`src/rtl/cdb_arbiter_pkg.sv`:
```
// Shared result-bus types: datapath widths and the {val, addr, tag} entry
// carried by the common data bus, reused by ROB and reservation stations.
// No ports; imported by every file in this slice.
package cdb_arbiter_pkg;

    localparam int REG_VAL_WIDTH          = 32;
    localparam int PHYSICAL_REG_NUM_WIDTH = 6;
    localparam int ROB_SIZE_WIDTH         = 5;

    typedef struct packed {
        logic [REG_VAL_WIDTH-1:0]          val;
        logic [PHYSICAL_REG_NUM_WIDTH-1:0] addr;
        logic [ROB_SIZE_WIDTH-1:0]         tag;
    } cdb_entry_t;

endpackage

```
`src/rtl/cdb_arbiter_if.sv`:
```
// Bundle of functional-unit result inputs and the broadcast CDB outputs.
// master = result producers (drive src_*, observe cdb_*); slave = the arbiter.
// src_ready is the per-source "buffer not full" backpressure signal.
interface cdb_arbiter_if
    import cdb_arbiter_pkg::*;
#(
    parameter int NUM_SRC = 4
) ();

    localparam int SRC_W = (NUM_SRC > 1) ? $clog2(NUM_SRC) : 1;

    logic [NUM_SRC-1:0]                             src_valid;
    logic [NUM_SRC-1:0][REG_VAL_WIDTH-1:0]          src_val;
    logic [NUM_SRC-1:0][PHYSICAL_REG_NUM_WIDTH-1:0] src_addr;
    logic [NUM_SRC-1:0][ROB_SIZE_WIDTH-1:0]         src_tag;
    logic [NUM_SRC-1:0]                             src_ready;

    logic                              cdb_valid;
    logic [REG_VAL_WIDTH-1:0]          cdb_val;
    logic [PHYSICAL_REG_NUM_WIDTH-1:0] cdb_addr;
    logic [ROB_SIZE_WIDTH-1:0]         cdb_tag;
    logic [SRC_W-1:0]                  cdb_src;
    logic                              overflow_err;

    modport master (
        output src_valid, src_val, src_addr, src_tag,
        input  src_ready, cdb_valid, cdb_val, cdb_addr, cdb_tag, cdb_src, overflow_err
    );

    modport slave (
        input  src_valid, src_val, src_addr, src_tag,
        output src_ready, cdb_valid, cdb_val, cdb_addr, cdb_tag, cdb_src, overflow_err
    );

endinterface

```
`src/rtl/cdb_src_fifo.sv`:
```
// Per-source result buffer: DEPTH-entry FIFO of cdb_entry_t with synchronous flush.
// Latency: a push is visible at head/empty the cycle after it is accepted.
// Backpressure: pushes while full are ignored; full reflects stored occupancy only.
// Ports: clk, reset (async, active-high), flush, push/push_dat, pop, full, empty, head.
module cdb_src_fifo
    import cdb_arbiter_pkg::*;
#(
    parameter int DEPTH = 2
) (
    input  logic       clk,
    input  logic       reset,
    input  logic       flush,
    input  logic       push,
    input  cdb_entry_t push_dat,
    input  logic       pop,
    output logic       full,
    output logic       empty,
    output cdb_entry_t head
);

    localparam int AW = $clog2(DEPTH);
    localparam logic [AW:0] FULL_CNT = DEPTH[AW:0];

    logic [AW-1:0] wr_ptr_q, wr_ptr_d;
    logic [AW-1:0] rd_ptr_q, rd_ptr_d;
    logic [AW:0]   count_q, count_d;
    cdb_entry_t    mem_q [DEPTH];
    cdb_entry_t    mem_d [DEPTH];
    logic          do_push;
    logic          do_pop;

    assign full    = (count_q == FULL_CNT);
    assign empty   = (count_q == '0);
    assign head    = mem_q[rd_ptr_q];
    // Flush dominates: neither a push nor a pop may land in a cycle being cleared.
    assign do_push = push && !full && !flush;
    assign do_pop  = pop && !empty && !flush;

    always_comb begin
        mem_d    = mem_q;
        wr_ptr_d = wr_ptr_q;
        rd_ptr_d = rd_ptr_q;
        count_d  = count_q;
        if (flush) begin
            wr_ptr_d = '0;
            rd_ptr_d = '0;
            count_d  = '0;
        end else begin
            if (do_push) begin
                mem_d[wr_ptr_q] = push_dat;
                wr_ptr_d        = wr_ptr_q + 1'b1;
            end
            if (do_pop) begin
                rd_ptr_d = rd_ptr_q + 1'b1;
            end
            // Simultaneous push and pop leaves occupancy unchanged.
            case ({do_push, do_pop})
                2'b10:   count_d = count_q + 1'b1;
                2'b01:   count_d = count_q - 1'b1;
                default: count_d = count_q;
            endcase
        end
    end

    always_ff @(posedge clk or posedge reset) begin
        if (reset) begin
            wr_ptr_q <= '0;
            rd_ptr_q <= '0;
            count_q  <= '0;
            for (int i = 0; i < DEPTH; i++) begin
                mem_q[i] <= '0;
            end
        end else begin
            wr_ptr_q <= wr_ptr_d;
            rd_ptr_q <= rd_ptr_d;
            count_q  <= count_d;
            mem_q    <= mem_d;
        end
    end

endmodule

```
`src/rtl/cdb_arbiter.sv`:
```
// Common data bus arbiter: buffers results from NUM_SRC units and broadcasts one per cycle, round-robin.
// Latency: 2 cycles from src_valid sampled to cdb_valid (buffer write, then registered grant).
// Backpressure: src_ready[i] = buffer i not full; pushes to a full buffer are dropped and flag overflow_err.
// Ports: clk, reset (async, active-high), flush (sync clear), bus (slave side of cdb_arbiter_if).
module cdb_arbiter
    import cdb_arbiter_pkg::*;
#(
    parameter int NUM_SRC    = 4,
    parameter int FIFO_DEPTH = 2
) (
    input  logic          clk,
    input  logic          reset,
    input  logic          flush,
    cdb_arbiter_if.slave  bus
);

    localparam int SRC_W = (NUM_SRC > 1) ? $clog2(NUM_SRC) : 1;
    localparam logic [SRC_W:0] NUM_SRC_W = NUM_SRC[SRC_W:0];

    logic [NUM_SRC-1:0] full;
    logic [NUM_SRC-1:0] empty;
    logic [NUM_SRC-1:0] pop;
    cdb_entry_t         push_dat [NUM_SRC];
    cdb_entry_t         head     [NUM_SRC];

    logic               grant;
    logic [SRC_W-1:0]   winner;
    logic [SRC_W:0]     idx;
    logic [SRC_W:0]     nxt;

    logic [SRC_W-1:0]   rr_ptr_q, rr_ptr_d;
    logic               cdb_valid_q, cdb_valid_d;
    cdb_entry_t         cdb_dat_q, cdb_dat_d;
    logic [SRC_W-1:0]   cdb_src_q, cdb_src_d;
    logic               overflow_q, overflow_d;

    for (genvar i = 0; i < NUM_SRC; i++) begin : g_src
        assign push_dat[i] = '{val:  bus.src_val[i],
                               addr: bus.src_addr[i],
                               tag:  bus.src_tag[i]};

        cdb_src_fifo #(
            .DEPTH (FIFO_DEPTH)
        ) u_fifo (
            .clk      (clk),
            .reset    (reset),
            .flush    (flush),
            .push     (bus.src_valid[i]),
            .push_dat (push_dat[i]),
            .pop      (pop[i]),
            .full     (full[i]),
            .empty    (empty[i]),
            .head     (head[i])
        );
    end

    // Round-robin pick: scan offsets from the far end back toward rr_ptr so the
    // last hit written is the nearest non-empty source at or after rr_ptr.
    always_comb begin
        grant  = 1'b0;
        winner = '0;
        idx    = '0;
        for (int k = NUM_SRC - 1; k >= 0; k--) begin
            idx = {1'b0, rr_ptr_q} + k[SRC_W:0];
            if (idx >= NUM_SRC_W) begin
                idx = idx - NUM_SRC_W;
            end
            if (!empty[idx[SRC_W-1:0]]) begin
                grant  = 1'b1;
                winner = idx[SRC_W-1:0];
            end
        end
        // A flush cycle empties everything, so nothing may be granted from it.
        if (flush) begin
            grant = 1'b0;
        end
    end

    always_comb begin
        pop = '0;
        if (grant) begin
            pop[winner] = 1'b1;
        end
    end

    always_comb begin
        nxt = {1'b0, winner} + 1'b1;
        if (nxt == NUM_SRC_W) begin
            nxt = '0;
        end
        rr_ptr_d    = grant ? nxt[SRC_W-1:0] : rr_ptr_q;
        cdb_valid_d = grant;
        // Payload holds its last broadcast value on idle cycles.
        cdb_dat_d   = grant ? head[winner] : cdb_dat_q;
        cdb_src_d   = grant ? winner : cdb_src_q;
        overflow_d  = overflow_q | (|(bus.src_valid & full));
    end

    always_ff @(posedge clk or posedge reset) begin
        if (reset) begin
            rr_ptr_q    <= '0;
            cdb_valid_q <= 1'b0;
            cdb_dat_q   <= '0;
            cdb_src_q   <= '0;
            overflow_q  <= 1'b0;
        end else begin
            rr_ptr_q    <= rr_ptr_d;
            cdb_valid_q <= cdb_valid_d;
            cdb_dat_q   <= cdb_dat_d;
            cdb_src_q   <= cdb_src_d;
            overflow_q  <= overflow_d;
        end
    end

    assign bus.src_ready    = ~full;
    assign bus.cdb_valid    = cdb_valid_q;
    assign bus.cdb_val      = cdb_dat_q.val;
    assign bus.cdb_addr     = cdb_dat_q.addr;
    assign bus.cdb_tag      = cdb_dat_q.tag;
    assign bus.cdb_src      = cdb_src_q;
    assign bus.overflow_err = overflow_q;

endmodule

```
`src/flat_wrapper.sv`:
```
// flat-port wrapper written by rule: the top's interface ports become plain ports
module cdb_arbiter_flat import cdb_arbiter_pkg::*;
#(
    parameter int NUM_SRC    = 4,
    parameter int FIFO_DEPTH = 2
)
  (clk, reset, flush, bus_src_valid, bus_src_val, bus_src_addr, bus_src_tag, bus_src_ready, bus_cdb_valid, bus_cdb_val, bus_cdb_addr, bus_cdb_tag, bus_cdb_src, bus_overflow_err);
  cdb_arbiter_if #(.NUM_SRC(NUM_SRC)) bus_i ();
  input  logic clk;
  input  logic reset;
  input  logic flush;
  input wire logic [$bits(bus_i.src_valid)-1:0] bus_src_valid;
  input wire logic [$bits(bus_i.src_val)-1:0] bus_src_val;
  input wire logic [$bits(bus_i.src_addr)-1:0] bus_src_addr;
  input wire logic [$bits(bus_i.src_tag)-1:0] bus_src_tag;
  output wire logic [$bits(bus_i.src_ready)-1:0] bus_src_ready;
  output wire logic [$bits(bus_i.cdb_valid)-1:0] bus_cdb_valid;
  output wire logic [$bits(bus_i.cdb_val)-1:0] bus_cdb_val;
  output wire logic [$bits(bus_i.cdb_addr)-1:0] bus_cdb_addr;
  output wire logic [$bits(bus_i.cdb_tag)-1:0] bus_cdb_tag;
  output wire logic [$bits(bus_i.cdb_src)-1:0] bus_cdb_src;
  output wire logic [$bits(bus_i.overflow_err)-1:0] bus_overflow_err;
  assign bus_i.src_valid = bus_src_valid;
  assign bus_i.src_val = bus_src_val;
  assign bus_i.src_addr = bus_src_addr;
  assign bus_i.src_tag = bus_src_tag;
  assign bus_src_ready = bus_i.src_ready;
  assign bus_cdb_valid = bus_i.cdb_valid;
  assign bus_cdb_val = bus_i.cdb_val;
  assign bus_cdb_addr = bus_i.cdb_addr;
  assign bus_cdb_tag = bus_i.cdb_tag;
  assign bus_cdb_src = bus_i.cdb_src;
  assign bus_overflow_err = bus_i.overflow_err;
  cdb_arbiter #(.NUM_SRC(NUM_SRC), .FIFO_DEPTH(FIFO_DEPTH)) u_core (.clk(clk), .reset(reset), .flush(flush), .bus(bus_i));
endmodule
```
`config.mk`:
```
export PLATFORM = sky130hd
export DESIGN_NAME = cdb_arbiter_flat
export DESIGN_NICKNAME = d
export VERILOG_FILES = /design/src/rtl/cdb_arbiter_pkg.sv /design/src/rtl/cdb_arbiter_if.sv /design/src/rtl/cdb_src_fifo.sv /design/src/rtl/cdb_arbiter.sv /design/src/flat_wrapper.sv
export SDC_FILE = /design/constraint.sdc
export NUM_CORES = 1
export LEC_CHECK = 0
export ABC_AREA = 1
export CORE_UTILIZATION = 56
export DETAILED_ROUTE_END_ITERATION = 8
export PLACE_DENSITY_LB_ADDON = 0.08
export RECOVER_POWER = 50
export SYNTH_ARGS = -nofsm -noshare
export SYNTH_HDL_FRONTEND = slang
export SYNTH_SLANG_ARGS = --single-unit
```
`constraint.sdc`:
```
create_clock -name clk -period 16.22 [get_ports clk]
set_clock_uncertainty 0.1 [all_clocks]
set_input_delay 1.622 -clock clk [delete_from_list [all_inputs] [get_ports clk]]
set_output_delay 1.622 -clock clk [all_outputs]
set_load 0.1 [all_outputs]
```
### Yosys cells after proc, flatten, opt, wreduce, memory -nomap -nowiden

Index checks and enable logic that the tools add are counted.

* register bits: 409

* bitwise logic cells: 13
* order comparisons: 23
* add/subtract/negate cells: 24
* multiplexer cells: 76
* equality and inequality tests: 13
* reductions and logical operators: 51

Operators with widths (number)
* 2-to-1 mux 43 bit: 18
* bitwise mux 86 bit: 4
* demux 43 bit (select 1 bit): 4
* binary-select mux 43 bit (select 2 bit): 1
* 2-to-1 mux 1 bit: 26
* 2-to-1 mux 2 bit: 13
* logical AND 1 bit: 21
* equality test 2 bit (second input constant): 8
* greater-or-equal comparator 2 bit (second input constant): 8
* inverter 1 -> 2 bit: 8
* one-hot mux 2 bit (2 select lines): 4
* nonzero test 2 bit: 8
* subtractor 2 x 1 -> 2 bit (second input constant): 8
* less-than comparator 2 x 3 -> 1 bit (second input constant): 5
* greater-or-equal comparator 3 bit (second input constant): 4
* nonzero test 3 bit: 4
* logical NOT 1 bit: 9
* adder 1 bit (second input constant): 8
* adder 2 x 1 -> 2 bit (second input constant): 4
* binary-select mux 1 bit (select 2 bit): 4
* equality test 2 x 1 -> 1 bit (second input constant): 4
* logical NOT 2 bit: 4
* less-than comparator 2 x 1 -> 1 bit (second input constant): 4
* AND reduction 2 bit: 4
* other kinds (13): 15

### Longest topological paths before layout

* word-level depth: 19
* mapped depth: 20

### Modules after synthesis

Synthesis repeated with hierarchy kept, for this count alone.

* cells, all modules: 2766
* area, all modules: 20199.4 sq um

Modules (own cells, without submodules)
* cdb_src_fifo: area an instance 3973.8 sq um, instances 4, sequential area each 2252.2 sq um, cells an instance 498
* cdb_arbiter: area an instance 4304.1 sq um, instances 1, sequential area each 1226.2 sq um, cells an instance 774

### Worst setup path before layout

Ideal clock, no wire load.

* path kind: input to register
* start point: input port flush
* end point: register u_core.g_src[0].u_fifo.mem_q[43] (netlist name)
* slack: 13.176 ns
* arrival time: 2.813 ns
* buffers on the path: 4
* cell stages on the path: 9
* cells stage by stage: clkbuf_1 -> nor2_1 -> inv_2 -> or2_1 -> clkbuf_1 -> buf_2 -> buf_2 -> nand2_1 -> o21ai_1

* word-level cells in the longest chain between the ends: 3
* elaborated cells between the ends (all ways): 4
* those cells by class: bitwise: 1; reduce/logical: 3

RTL lines
* start, declared: RTL line flat_wrapper.sv:11 `input logic flush;`
* logical NOT 1 bit: RTL line cdb_src_fifo.sv:36 `assign do_push = push && !full && !flush;`
* logical AND 1 bit: RTL line cdb_src_fifo.sv:36
* AND reduction 2 bit (no line) (*)
* end signal, assigned: RTL line cdb_src_fifo.sv:77 `mem_q <= mem_d;`
* end, declared: RTL line cdb_src_fifo.sv:27 `cdb_entry_t mem_q [DEPTH];`

Mark *: on every way between the ends. The rest lies on a longest branch, timed or not.
A chain may end at the register's enable or synchronous reset.

==> impl_metrics.yaml <==
final_layout:
  area_delta_synth_final_pct: 20.2
  diodes: 0
  drive_gt1_share_pct: 4.81
  fin_area_sq_um: 22500
  final_cell_mix: "936 x nand2_1, 409 x dfrtp_1, 332 x o21ai_0, 268 x nand3_1, 226 x clkdlybuf4s50_1"
  multi_input_area_sq_um: 7090
  finalNetCount: 2709
  final_common_cell: "nand2_1"
  fillers: 2744
  ff_latch_area_sq_um: 10200
timing:
  setup_ws_ps: 9730
  relSlewSlack_pct: -303
  setup_violations: 0
  period_share_pct: 40.0
  period_needed_ps: 6490
  drv_slew: 554
  tns_ps: 0
  rsz0062_at_grt: "false"
  hold_viol_final: 0
  tightest_slew_ps: 6010
  fmax_mhz: 154
logic_synthesis:
  synth-simple-area-share_pct: 27.9
  yosys_warnings: 0
  avgSynthCellArea_sq_um: 7.85
  synth_cell_types: 33
  synth_fa_ha_area_share_pct: 0.0668
  syn_nets: 2566
  synth_xor_area_share_pct: 0.0468
  synth_top_family_by_area: "simple AND/OR/NAND/NOR gates"
  seq_area_frac_synth_pct: 54.7
  syn-cell-area_sq_um: 18700
  synth.area.mux_share_pct: 0
  ys_ff_latch: 409
  synth_compound_area_share_pct: 9.82
  synthCells: 2386
drt:
  num_vias: 16500
  wl_per_cell_um: 17.2
  ant_nets: 0
  wirelength_um: 51600
  firstDrtPassIters: 6
  drt-initial-drc-count: 1683
  drc_errors: 0
  viasPerCell: 5.50
worst_setup_path:
  ff2ff_setup_slack_ps: 11910
  startpoint_type: "primary input"
  critPathMaxFanout: 135
  cp_cell_sequence: "dlygate4sd3_1 -> clkinvlp_2 -> buf_4"
  cp-end-kind: "asynchronous set/reset pin"
  criticalPathCategory: "primary input to asynchronous set/reset pin"
  crit_slowest_cell: "clkinvlp_2"
  critical-path-max-stage-delay_ps: 3310
  critPathRequiredTime_ps: 16620
  critPathArrivalTime_ps: 6890
floorplan:
  core_area_sq_um: 32700
  die_h_um: 185
  initial_core_util_pct: 57.3
  fp-row-count: 66
  die_area_sq_um: 34200
  io_pins: 230
  die_width_um: 185
global_routing:
  grt_usage_pct: 30.8
  grt_pass1_vias: 15400
  grt_overflow: 0
  grt_pass1_wl_um: 82300
  grt_max_degree: 195
  antenna_found_initial: 1
hold_path:
  hp-class: "flop to flop"
clock_tree:
  cts_resized: 0
  max-clock-path-buffers: 3
  htreeDepth: 2
  hold_buffers: 0
  clk_pin_slew_worst_paths_ps: 60
  cts_num_sinks: 409
  clk_latency_ps: 540
  cts_root_buf: "clkbuf_16"
  post-cts-setup-buffers: 0
  tritoncts: "built"
  cts_buffers: 43
pwr:
  switching_share_pct: 48.3
  pwr-share-comb_pct: 50.1
  power_density_nw_per_um2: 245
  power_switching_w: 0.00266
  p_clk_share_pct: 18.0
  p_leak_nw: 11.2
  seq_power_share_pct: 31.8
  internal_power_w: 0.00285
  vdd_drop_max_mv: 0.270
place:
  gp_congestion: 0.892
  place_ws_ps: 11030
  io_buffers: 229
  place_area_sq_um: 21100
  dp_hpwl_um: 32500
outcome:
  outcome: "complete, but fails checks"
  failed_checks: "max-capacitance violations, max-slew violations"
job:
  max-cap-violations: 6
[power groups by stage]
stage | clock [W] | sequential (W) | combinational, W
finish | 0.000994 | 0.00175 | 0.00276
global route | 0.00105 | 0.00180 | 0.00304
CTS | 0.00100 | 0.00174 | 0.00274
detailed placement | 0 | 0.00175 | 0.00273
global placement | 0 | 0.00174 | 0.00265
floorplan | 0 | 0.00207 | 0.00160
[critical path, delay by kind of cell]
kind | cells | cell delay, ps
buffers and inverters | 3 | 5030
[Yosys cell counts]
| cell | instances | area (sq um) |
|---|---|---|
| buf_4 | 1 | 7.51 |
| xnor2_1 | 1 | 8.76 |
| ha_1 | 1 | 12.5 |
| o21ai_1 | 35 | 175 |
| nand4_2 | 1 | 12.5 |
| inv_1 | 193 | 724 |
| or2_2 | 1 | 6.26 |
| nand2_2 | 5 | 31.3 |
| a31oi_1 | 1 | 6.26 |
| dfrtp_1 | 409 | 10200 |
| inv_4 | 1 | 6.26 |
| clkinv_1 | 3 | 11.3 |
| inv_6 | 1 | 8.76 |
| a21oi_1 | 3 | 15.0 |
| nand3_1 | 269 | 1350 |
| a21oi_2 | 2 | 17.5 |
| buf_2 | 34 | 170 |
| or2_1 | 1 | 6.26 |
| nand2_4 | 2 | 22.5 |
| nand3_2 | 13 | 130 |
| and2_4 | 1 | 8.76 |
| o21bai_1 | 1 | 7.51 |
| nor2_2 | 1 | 6.26 |
| nand4_4 | 1 | 21.3 |
| buf_6 | 4 | 45.0 |
| nor2_1 | 14 | 52.6 |
| o21ai_0 | 323 | 1620 |
| nand2_1 | 941 | 3530 |
| nand4_1 | 4 | 25.0 |
| nand3b_1 | 2 | 15.0 |
| buf_1 | 9 | 33.8 |
| inv_2 | 7 | 26.3 |
| clkbuf_1 | 101 | 379 |
[area by class of cell]
cell class              instances  share of cell area, %
flip-flops and latches        409                   45.5
multi-input cells            1623                   31.5
repair buffers                247                   10.8
clock buffers                  61                   5.63
inverters                     205                   3.46
well taps                     442                   2.46
clock inverters                14                  0.678
[path summary, 6_finish.rpt]
path / cells past startpoint / to / from
worst max-delay path: 3 / u_core.g_src[2].u_fifo.mem_q[59] / reset
worst min-delay path: 2 / u_core.g_src[1].u_fifo.mem_q[82] / u_core.g_src[1].u_fifo.mem_q[82]
worst max register to register: 7 / u_core.g_src[2].u_fifo.mem_q[41] / u_core.g_src[2].u_fifo.count_q[0]
worst min register to register: 2 / u_core.g_src[1].u_fifo.mem_q[82] / u_core.g_src[1].u_fifo.mem_q[82]
max in group clk: 5 / u_core.g_src[3].u_fifo.mem_q[39] / flush
min in group asynchronous: 2 / u_core.g_src[0].u_fifo.mem_q[1] / reset
[metal layers]
layer / up-vias / global-route usage, % / routed length (um)
met5: - / 0 / 12
met4: 2 / 9.65 / 1450
met2: 659 / 45.5 / 22800
met3: 86 / 4.35 / 3710
li1: 7832 / - / -
met1: 7915 / 46.9 / 23600
[logic make-up after synthesis]
| logic type | Yosys count |
|---|---|
| compound gates | 365 |
| xor+xnor | 1 |
| fa+ha+maj | 1 |
| buf+inv | 354 |
| flops | 409 |
| simple gates | 1256 |
[metrics by stage]
| step | util, % | power, W | instances | hold slack, ps |
|---|---|---|---|---|
| 2_1_floorplan | - | 0.00368 | 2386 | 353 |
| 3_3_place_gp | 64.6 | 0.00439 | 2926 | 364 |
| 3_5_place_dp | 64.6 | 0.00448 | 2926 | 372 |
| 4_1_cts | 68.9 | 0.00549 | 3001 | 387 |
| 5_1_grt | 68.8 | 0.00589 | 3001 | 401 |
| 6_report | 68.8 | 0.00551 | 3001 | 383 |
[state kept, by name (all words and copies together) (netlist names)]
| register | cells |
|---|---|
| u_core.bus.cdb_val | 32 |
| u_core.bus.cdb_valid | 1 |
| u_core.g_src.u_fifo.wr_ptr_q | 4 |
| u_core.g_src.u_fifo.mem_q | 344 |
| u_core.bus.overflow_err | 1 |
| u_core.g_src.u_fifo.rd_ptr_q | 4 |
| u_core.rr_ptr_q | 2 |
| u_core.g_src.u_fifo.count_q | 8 |
| u_core.bus.cdb_src | 2 |
| u_core.bus.cdb_addr | 6 |
| u_core.bus.cdb_tag | 5 |
Power figures use the tool's default switching activity.
